<file path="config.mk">
export PLATFORM = sky130hd
export DESIGN_NAME = axi4l_regbank
export DESIGN_NICKNAME = d
export VERILOG_FILES = /design/src/rtl/axi4l_pkg.sv /design/src/rtl/axi4l_wr_join.sv /design/src/rtl/axi4l_regbank.sv
export SDC_FILE = /design/constraint.sdc
export NUM_CORES = 1
export LEC_CHECK = 0
export BUFFER_PORTS_ARGS = -buffer_cell sky130_fd_sc_hd__buf_2
export CAP_MARGIN = 20
export CORE_UTILIZATION = 25
export DETAILED_ROUTE_END_ITERATION = 12
export SLEW_MARGIN = 10
export SYNTH_ARGS = -nofsm -noshare
export SYNTH_HDL_FRONTEND = slang
export SYNTH_SLANG_ARGS = --single-unit
</file>
<file path="constraint.sdc">
create_clock -name clk -period 5.1 [get_ports clk]
set_input_delay 1.02 -clock clk [delete_from_list [all_inputs] [get_ports clk]]
set_output_delay 1.02 -clock clk [all_outputs]
set_load 0.005 [all_outputs]
</file>
<file path="src/rtl/axi4l_pkg.sv">
// Shared types for the AXI4-Lite register bank: response codes, register-map layout, write-join states.
// The map is ctrl block, then stat block, then the IE/IS pair; decode_reg classifies a word index.
package axi4l_pkg;

  localparam logic [1:0] RESP_OKAY   = 2'b00;
  localparam logic [1:0] RESP_SLVERR = 2'b10;

  localparam int CTRL_BASE = 0;
  localparam int IE_OFS    = 0;  // offsets of IE/IS past the end of the stat block
  localparam int IS_OFS    = 1;

  typedef enum logic [2:0] {
    WR_IDLE,
    WR_HAVE_AW,
    WR_HAVE_W,
    WR_BOTH,
    WR_RESP
  } wr_state_t;

  typedef enum logic [2:0] {
    RK_CTRL,
    RK_STAT,
    RK_IE,
    RK_IS,
    RK_NONE
  } reg_kind_t;

  function automatic reg_kind_t decode_reg(input int idx, input int nrw, input int nro,
                                           input bit irq_en);
    if (idx >= CTRL_BASE && idx < CTRL_BASE + nrw) return RK_CTRL;
    if (idx >= CTRL_BASE + nrw && idx < CTRL_BASE + nrw + nro) return RK_STAT;
    if (irq_en && idx == CTRL_BASE + nrw + nro + IE_OFS) return RK_IE;
    if (irq_en && idx == CTRL_BASE + nrw + nro + IS_OFS) return RK_IS;
    return RK_NONE;
  endfunction

  function automatic logic [31:0] strb_mask(input logic [3:0] strb);
    return {{8{strb[3]}}, {8{strb[2]}}, {8{strb[1]}}, {8{strb[0]}}};
  endfunction

endpackage

</file>
<file path="src/rtl/axi4l_wr_join.sv">
// Joins AW and W beats arriving in either order; commits one cycle after both are held, with bvalid.
// While a beat is held or B is pending that channel's ready is low; B holds until bready.
module axi4l_wr_join
  import axi4l_pkg::*;
#(
  parameter int AW = 6
) (
  input  logic          clk,
  input  logic          rst,
  input  logic [AW-1:0] awaddr,
  input  logic          awvalid,
  output logic          awready,
  input  logic [31:0]   wdata,
  input  logic [3:0]    wstrb,
  input  logic          wvalid,
  output logic          wready,
  output logic [1:0]    bresp,
  output logic          bvalid,
  input  logic          bready,
  input  logic          wr_err,
  output logic          commit,
  output logic [AW-1:0] cmt_addr,
  output logic [31:0]   cmt_data,
  output logic [3:0]    cmt_strb
);

  wr_state_t state;
  logic      aw_hs, w_hs, got_aw, got_w;

  assign aw_hs  = awvalid & awready;
  assign w_hs   = wvalid & wready;
  assign got_aw = aw_hs | (state == WR_HAVE_AW);
  assign got_w  = w_hs | (state == WR_HAVE_W);
  assign commit = (state == WR_BOTH);

  always_ff @(posedge clk) begin
    if (rst) begin
      state   <= WR_IDLE;
      awready <= 1'b1;
      wready  <= 1'b1;
      bvalid  <= 1'b0;
      bresp   <= RESP_OKAY;
    end else begin
      case (state)
        WR_BOTH: begin
          state  <= WR_RESP;
          bvalid <= 1'b1;
          bresp  <= wr_err ? RESP_SLVERR : RESP_OKAY;
        end
        WR_RESP: begin
          if (bready) begin
            state   <= WR_IDLE;
            bvalid  <= 1'b0;
            awready <= 1'b1;
            wready  <= 1'b1;
          end
        end
        default: begin
          awready <= ~got_aw;
          wready  <= ~got_w;
          if (got_aw && got_w) state <= WR_BOTH;
          else if (got_aw)     state <= WR_HAVE_AW;
          else if (got_w)      state <= WR_HAVE_W;
          else                 state <= WR_IDLE;
        end
      endcase
    end
  end

  // Payload registers need no reset: they are only consumed once the FSM says they are held.
  always_ff @(posedge clk) begin
    if (aw_hs) cmt_addr <= awaddr;
    if (w_hs) begin
      cmt_data <= wdata;
      cmt_strb <= wstrb;
    end
  end

endmodule

</file>
<file path="src/rtl/axi4l_regbank.sv">
// AXI4-Lite register bank: NRW control, NRO status, optional IE/IS pair (AXI4L_REGBANK_IRQ_EN).
// B one cycle after AW+W held, stalls until bready; R one cycle after AR, arready low while R pending.
module axi4l_regbank
  import axi4l_pkg::*;
#(
  parameter  int NRW  = 4,
  parameter  int NRO  = 4,
  parameter  int NIRQ = 8,
  localparam int NREG = NRW + NRO + 2,
  localparam int RAW  = $clog2(NREG)
) (
  input  logic              clk,
  input  logic              rst,
  input  logic [RAW+1:0]    s_axi_awaddr,
  input  logic [2:0]        s_axi_awprot,
  input  logic              s_axi_awvalid,
  output logic              s_axi_awready,
  input  logic [31:0]       s_axi_wdata,
  input  logic [3:0]        s_axi_wstrb,
  input  logic              s_axi_wvalid,
  output logic              s_axi_wready,
  output logic [1:0]        s_axi_bresp,
  output logic              s_axi_bvalid,
  input  logic              s_axi_bready,
  input  logic [RAW+1:0]    s_axi_araddr,
  input  logic [2:0]        s_axi_arprot,
  input  logic              s_axi_arvalid,
  output logic              s_axi_arready,
  output logic [31:0]       s_axi_rdata,
  output logic [1:0]        s_axi_rresp,
  output logic              s_axi_rvalid,
  input  logic              s_axi_rready,
  output logic [NRW*32-1:0] ctrl_o,
  output logic [NRW-1:0]    ctrl_wr_o,
  input  logic [NRO*32-1:0] stat_i,
  input  logic [NIRQ-1:0]   irq_evt_i,
  output logic              intr
);

`ifdef AXI4L_REGBANK_IRQ_EN
  localparam bit IRQ_EN = 1'b1;
`else
  localparam bit IRQ_EN = 1'b0;
`endif

  logic           commit, wr_err;
  logic [RAW+1:0] cmt_addr;
  logic [31:0]    cmt_data, wmask, rd_val;
  logic [3:0]     cmt_strb;
  logic [RAW-1:0] wa, ra;
  reg_kind_t      wk, rk;
  logic [31:0]    ctrl_q [NRW];
  logic           unused_ok;

  assign wa     = cmt_addr[RAW+1:2];
  assign ra     = s_axi_araddr[RAW+1:2];
  assign wk     = decode_reg(int'(wa), NRW, NRO, IRQ_EN);
  assign rk     = decode_reg(int'(ra), NRW, NRO, IRQ_EN);
  assign wmask  = strb_mask(cmt_strb);
  assign wr_err = (wk == RK_STAT) || (wk == RK_NONE);

  axi4l_wr_join #(.AW(RAW + 2)) u_wr_join (
    .clk      (clk),
    .rst      (rst),
    .awaddr   (s_axi_awaddr),
    .awvalid  (s_axi_awvalid),
    .awready  (s_axi_awready),
    .wdata    (s_axi_wdata),
    .wstrb    (s_axi_wstrb),
    .wvalid   (s_axi_wvalid),
    .wready   (s_axi_wready),
    .bresp    (s_axi_bresp),
    .bvalid   (s_axi_bvalid),
    .bready   (s_axi_bready),
    .wr_err   (wr_err),
    .commit   (commit),
    .cmt_addr (cmt_addr),
    .cmt_data (cmt_data),
    .cmt_strb (cmt_strb)
  );

  always_ff @(posedge clk) begin
    if (rst) begin
      for (int k = 0; k < NRW; k++) ctrl_q[k] <= '0;
      ctrl_wr_o <= '0;
    end else begin
      for (int k = 0; k < NRW; k++) begin
        ctrl_wr_o[k] <= commit && (wk == RK_CTRL) && (int'(wa) == k);
        if (commit && (wk == RK_CTRL) && (int'(wa) == k))
          ctrl_q[k] <= (ctrl_q[k] & ~wmask) | (cmt_data & wmask);
      end
    end
  end

  always_comb begin
    ctrl_o = '0;
    for (int k = 0; k < NRW; k++) ctrl_o[k*32 +: 32] = ctrl_q[k];
  end

`ifdef AXI4L_REGBANK_IRQ_EN
  logic [NIRQ-1:0] ie_q, is_q, wmask_i, wdata_i;

  assign wmask_i = wmask[NIRQ-1:0];
  assign wdata_i = cmt_data[NIRQ-1:0];

  // A new event wins over a W1C clear landing on the same edge.
  always_ff @(posedge clk) begin
    if (rst) begin
      ie_q <= '0;
      is_q <= '0;
    end else begin
      if (commit && wk == RK_IE)
        ie_q <= (ie_q & ~wmask_i) | (wdata_i & wmask_i);
      if (commit && wk == RK_IS)
        is_q <= (is_q & ~(wdata_i & wmask_i)) | irq_evt_i;
      else
        is_q <= is_q | irq_evt_i;
    end
  end

  assign intr      = |(ie_q & is_q);
  assign unused_ok = &{1'b0, s_axi_awprot, s_axi_arprot, cmt_addr[1:0], s_axi_araddr[1:0]};
`else
  assign intr      = 1'b0;
  assign unused_ok = &{1'b0, s_axi_awprot, s_axi_arprot, cmt_addr[1:0], s_axi_araddr[1:0],
                       irq_evt_i};
`endif

  always_comb begin
    rd_val = '0;
    for (int k = 0; k < NRW; k++)
      if (int'(ra) == k) rd_val = ctrl_q[k];
    for (int k = 0; k < NRO; k++)
      if (int'(ra) == NRW + k) rd_val = stat_i[k*32 +: 32];
`ifdef AXI4L_REGBANK_IRQ_EN
    if (rk == RK_IE) rd_val = 32'(ie_q);
    if (rk == RK_IS) rd_val = 32'(is_q);
`endif
  end

  // Read samples the registers before any commit on the same edge, so it sees the old value.
  always_ff @(posedge clk) begin
    if (rst) begin
      s_axi_rvalid <= 1'b0;
      s_axi_rdata  <= '0;
      s_axi_rresp  <= RESP_OKAY;
    end else if (s_axi_arvalid && !s_axi_rvalid) begin
      s_axi_rvalid <= 1'b1;
      s_axi_rdata  <= rd_val;
      s_axi_rresp  <= (rk == RK_NONE) ? RESP_SLVERR : RESP_OKAY;
    end else if (s_axi_rready) begin
      s_axi_rvalid <= 1'b0;
    end
  end

  assign s_axi_arready = ~s_axi_rvalid;

endmodule

</file>
== Word level (Yosys, flattened, before mapping) ==
Memory sizes are Yosys's and may differ from the RTL's.
Cells that the tools add are included.
Storage, ports and cells
  bits in writable memories: 128
  output and inout port bits: 174
  logic and storage cells: 131
  bits of input ports: 197
  flip-flop bits (word level): 89
  memories: 1
Memories
  ctrl_q: words 4, width 32, read ports 4, clocked after Yosys merged registers in 0, wr ports 4, line axi4l_regbank.sv:52  | logic [31:0] ctrl_q [NRW];
Operators by class
  bitwise operators: 22
  reductions and logical operators: 18
  equality and inequality tests: 18
  magnitude comparators: 6
  mux-type cells: 54
Operator list (number)
  two-way mux 32 bit: 12
  bitwise AND 32 bit: 5
  bitwise OR 32 bit: 4
  two-way mux 3 bit: 11
  NOT 32 bit: 1
  two-way mux 1 bit: 24
  equality test 4 x 3 -> 1 bit (second input constant): 4
  equality test 4 bit (second input constant): 4
  equality test 3 bit (second input constant): 3
  logical AND 1 bit: 9
  equality test 4 x 2 -> 1 bit (second input constant): 2
  >= comparator 4 x 3 -> 1 bit (second input constant): 2
  zero test 4 bit: 2
  less-than comparator 4 x 3 -> 1 bit (second input constant): 2
  less-than comparator 4 bit (second input constant): 2
  equality test 3 x 1 -> 1 bit (second input constant): 2
  equality test 3 x 2 -> 1 bit (second input constant): 2
  two-way mux 2 bit: 3
  bitwise OR 1 bit: 6
  case mux 1 bit (2 select lines): 3
  case mux 3 bit (2 select lines): 1
  NOT 1 bit: 4
  AND reduction 2 bit: 2
  nonzero test 2 bit: 2
  5 further kinds: 6

== Longest topological paths before layout ==
  depth after elaboration: 13
  gate-level depth with buffers: 7
  depth with buffers taken out: 4

== Hierarchy ==
From an unflattened synthesis, not the netlist that was laid out.
Unflattened totals
  cell total of the unflattened synthesis: 924
  area, all modules: 10699.0 um^2
Modules (own cells, without submodules)
  axi4l_regbank: times used 1, cells an instance 837, sequential area each 4604.4 um^2, area each 9085.0 um^2
  axi4l_wr_join: times used 1, cells an instance 87, sequential area each 1401.3 um^2, area each 1614.0 um^2

== Worst setup path after synthesis ==
No wires, ideal clock.
  path type: input-to-reg
  start: input port rst
  end: memory ctrl_q[1][0], enable pin
  stages on the path: 3
  required time: 4.672 ns
  path buffers: 2
  arrival: 2.476 ns
  library setup time: 0.428 ns
  setup slack: 2.196 ns
  cell sequence: clkbuf_1 > clkbuf_1 > o21bai_1
RTL lines
  from (decl): line axi4l_regbank.sv:13  | input logic rst,
  to (decl): line axi4l_regbank.sv:52

== Worst setup path in the final report ==
  start: input port s_axi_araddr[3]
  end: register s_axi_rdata[31]
Between the ends
  cells in the longest elaborated chain, start to end: 9
  elaborated cells between the ends (all ways): 16
  those cells by class: eq/ne (7); mux (8); reduce/logical (1)
RTL lines
  from (decl): line axi4l_regbank.sv:25  | input logic [RAW+1:0] s_axi_araddr,
  zero test 4 bit: line axi4l_regbank.sv:132  | if (int'(ra) == k) rd_val = ctrl_q[k];
  two-way mux 32 bit (4 in a row): line axi4l_regbank.sv:132
  two-way mux 32 bit (3 in a row): line axi4l_regbank.sv:134  | if (int'(ra) == NRW + k) rd_val = stat_i[k*32 +: 32];
  two-way mux 32 bit *: line axi4l_regbank.sv:134
  to (signal assigned): line axi4l_regbank.sv:149  | s_axi_rdata <= rd_val;
  to (decl): line axi4l_regbank.sv:29  | output logic [31:0] s_axi_rdata,
Every way passes the cells marked *; elsewhere a longest branch is shown, timed or not.
A chain may end at the register's enable or synchronous reset.

==> impl_metrics.toml <==
[setup_path]
worstPathRequired_ps = 5510
r2r-end = "ctrl_q[3][17]"
worstReg2RegStart = "u_wr_join.state[2]"
cp.arrival_ps = 3260
reg2reg_depth = 4
cp_max_fo = 48
endpoint_kind = "flip-flop"
path_class = "input pin to flip-flop"
r2r_slack_ps = 2590
start_kind = "input pin"

[worst_hold_path]
hold_path_class = "flip-flop to flip-flop"
holdPathEnd = "u_wr_join.bvalid"
hold_path_depth = 2
worstHoldStart = "u_wr_join.bvalid"

[final_layout]
final_layout_size_suffix_gt1_share_pct = 35.0
multi_input_area_um2 = 4230
nNetsFinal = 1437
seq_area_um2 = 5950
fin_cells = 1799
fillers = 4323
area_growth_pct = 28.3

[timing]
period_share_pct = 56.0
max_freq_ghz = 0.350
whs_ps = 487
clock_skew_ps = 27.0
setup_violations = 0
hold_viol = 0
rsz0062_at_grt = "false"
final.setup.worst_slack_ps = 2250
relSlewSlack_pct = 26.3
worst_pin_slew_ps = 1100
setup_tns_ps = 0
period_minus_slack_ps = 2850
drv_slew = 0

[synth]
synth-seq-cells = 213
synth-edff-count = 168
synth_area_um2 = 10600
yosysUniqueCellTypes = 44
synth-seq-area-share_pct = 56.1
yosys.area_share.adder_pct = 0
synth_compound_area_share_pct = 15.7
yosysWarnings = 0
synth_ff_type = "edfxtp_1"
synth_xor_area_share_pct = 0
synth_top_family_by_area = "compound AO/OA/AOI/OAI gates"
ys_async_sr_fraction_pct = 0
syn-instance-count = 925
yosys.area_share.simple_pct = 14.7
avgSynthCellArea_um2 = 11.5
synthMuxAreaShare_pct = 8.82

[floorplan]
die_h_um = 208
core_um2 = 41900
die_w_um = 208
num_rows = 75
start_util_pct = 25.3
die-area_um2 = 43200
ios = 371

[placed_design]
numPortBuffers = 349
numPlacedInstances = 1752
dp_slack_ps = 1640
dp_hpwl_um = 26900
gp_congestion = 0.817

[detailed_routing]
firstDrtPassIters = 7
route.detailed.drc = 0
vias = 8997
avgViaCountPerCell = 5.00
drt-initial-drc-count = 572
drt-total-wl_um = 40900
ant_nets = 0
wl_per_cell_um = 22.8

[cts]
htreeDepth = 1
cts_resized = 0
hold_buffers = 0
clk_pin_slew_worst_paths_ps = 60
clk_latency_ps = 550
cts_max_path_buffers = 3
post_cts_buffers = 0
numCtsBuffers = 25
cts.sinks = 213
cts_tree = "done"
cts_root_buf = "clkbuf_16"

[run_status]
status = "finished clean"

[job]
max_cap_violations = 0

[power_and_ir_drop]
ir_worst_vdd_uv = 222
cellPowerDensity_nw_per_um2 = 326
cellLeakagePower_nw = 5.52

[global_route]
grt_util_all_layers_pct = 18.4
overflow = 0
grt_start_max_net_pins = 49
grt_antenna_before_repair = 5
grt_pass1_wl_um = 58800
grt_pass1_vias = 9124
==> cell usage in the layout, fill, tap and decap left out, drive strengths merged <==
| cell type | n |
|---|---|
| a21oi | 149 |
| edfxtp | 168 |
| o22ai | 6 |
| a21o | 1 |
| nand4b | 1 |
| clkinvlp | 1 |
| nor3 | 31 |
| a32oi | 21 |
| a2bb2oi | 27 |
| dfxtp | 45 |
| mux2 | 5 |
| mux4 | 11 |
| or3 | 1 |
| nand3 | 5 |
| conb | 3 |
| or2 | 3 |
| nor2b | 12 |
| nand3b | 2 |
| mux2i | 63 |
| nand2b | 143 |
| o221ai | 2 |
| nor4 | 1 |
| a31o | 1 |
| a22oi | 23 |
| o21ai | 11 |
| a211oi | 7 |
| o21bai | 4 |
| a311oi | 3 |
| nand2 | 51 |
| buf | 363 |
| diode | 1 |
| inv | 8 |
| bufinv | 3 |
| a22o | 5 |
| o21a | 1 |
| clkbuf | 35 |
| o2bb2ai | 2 |
| clkinv | 6 |
| o211a | 2 |
| nor2 | 33 |
==> flip-flops by register name, indices dropped and copies added (netlist names), 3 cells and up <==
name and count:
u_wr_join.cmt_strb 4, u_wr_join.state 3, ctrl_wr_o 4, u_wr_join.cmt_addr 4, ctrl_q 128, u_wr_join.cmt_data 32, s_axi_rdata 32
==> stage by stage <==
step	instance area, um2	power [W]	util, %
finish	13600	0.00444	32.5
CTS	13600	0.00448	32.5
global placement	12700	0.00258	30.4
global route	13600	0.00459	32.5
floorplan	10600	0.00233	-
detailed placement	12700	0.00259	30.4
==> worst max-delay path by stage <==
stage | from | endpoint | slack [ps]
floorplan | rst | ctrl_q[1][0] | 2200
global placement | s_axi_araddr[3] | s_axi_rdata[31] | 1700
detailed placement | s_axi_araddr[3] | s_axi_rdata[31] | 1640
CTS | s_axi_araddr[3] | s_axi_rdata[31] | 2230
global route | s_axi_araddr[3] | s_axi_rdata[31] | 2150
finish | s_axi_araddr[3] | s_axi_rdata[31] | 2250
==> logic make-up (layout without fill, tap and decap cells) <==
logic type / after synthesis / count (layout)
muxes: 79 / 79
other: 1 / 4
and+or+nand+nor: 283 / 283
DFF: 213 / 213
AOI/OAI and AO/OA: 265 / 265
buffers and inverters: 84 / 416
==> worst max-delay path, stage by stage <==
cell     delay, ps
buf_4          560
buf_4          700
mux2i_1        400
a22oi_1        190
a32oi_1        280
nor3_1          70
==> report_power, final <==
group          internal, W  total, W  switching, W  leakage [nW]
Combinational     0.000218  0.000509      0.000290          3.03
Sequential         0.00196   0.00204     0.0000818          2.07
Clock              0.00113   0.00188      0.000758         0.418
==> area by class of cell <==
cell class	count	share of cell area [%]
inverter	7	0.193
sequential	213	43.7
tap	539	4.96
antenna	1	0.0184
clock inverter	11	1.02
multi-input combinational	630	31.1
timing repair buffer	363	13.7
clock buffer	35	5.25
==> cell usage after synthesis, drive strengths merged, types with 2 or more instances <==
cell	n	area share (%)
o21ai	11	0.52
edfxtp	168	48
a211oi	7	0.50
dfxtp	45	8.5
nor2	33	1.2
nand2	51	1.8
buf	44	3.1
nand3	5	0.28
nor3	31	1.6
o221ai	2	0.17
mux4	11	2.3
nand2b	143	8.4
inv	7	0.25
mux2i	63	6.0
or2	3	0.18
a32oi	21	1.7
nor2b	12	0.71
a21oi	149	7.0
nand3b	2	0.18
a22oi	23	1.6
o211a	2	0.19
o2bb2ai	2	0.17
clkbuf	33	1.2
o21bai	4	0.28
a311oi	3	0.25
o22ai	6	0.35
mux2	5	0.53
a22o	5	0.41
a2bb2oi	27	2.2
==> routing by layer <==
layer | part of all wire [%] | routed length (um) | vias up | track usage, %
li1 | - | - | 4068 | -
met5 | 0.051 | 21 | - | 0
met3 | 7.4 | 3050 | 86 | 4.08
met4 | 3.2 | 1310 | 4 | 5.98
met1 | 41 | 16800 | 4377 | 22.9
met2 | 48 | 19800 | 462 | 31.5
(Power assumes the default switching activity.)
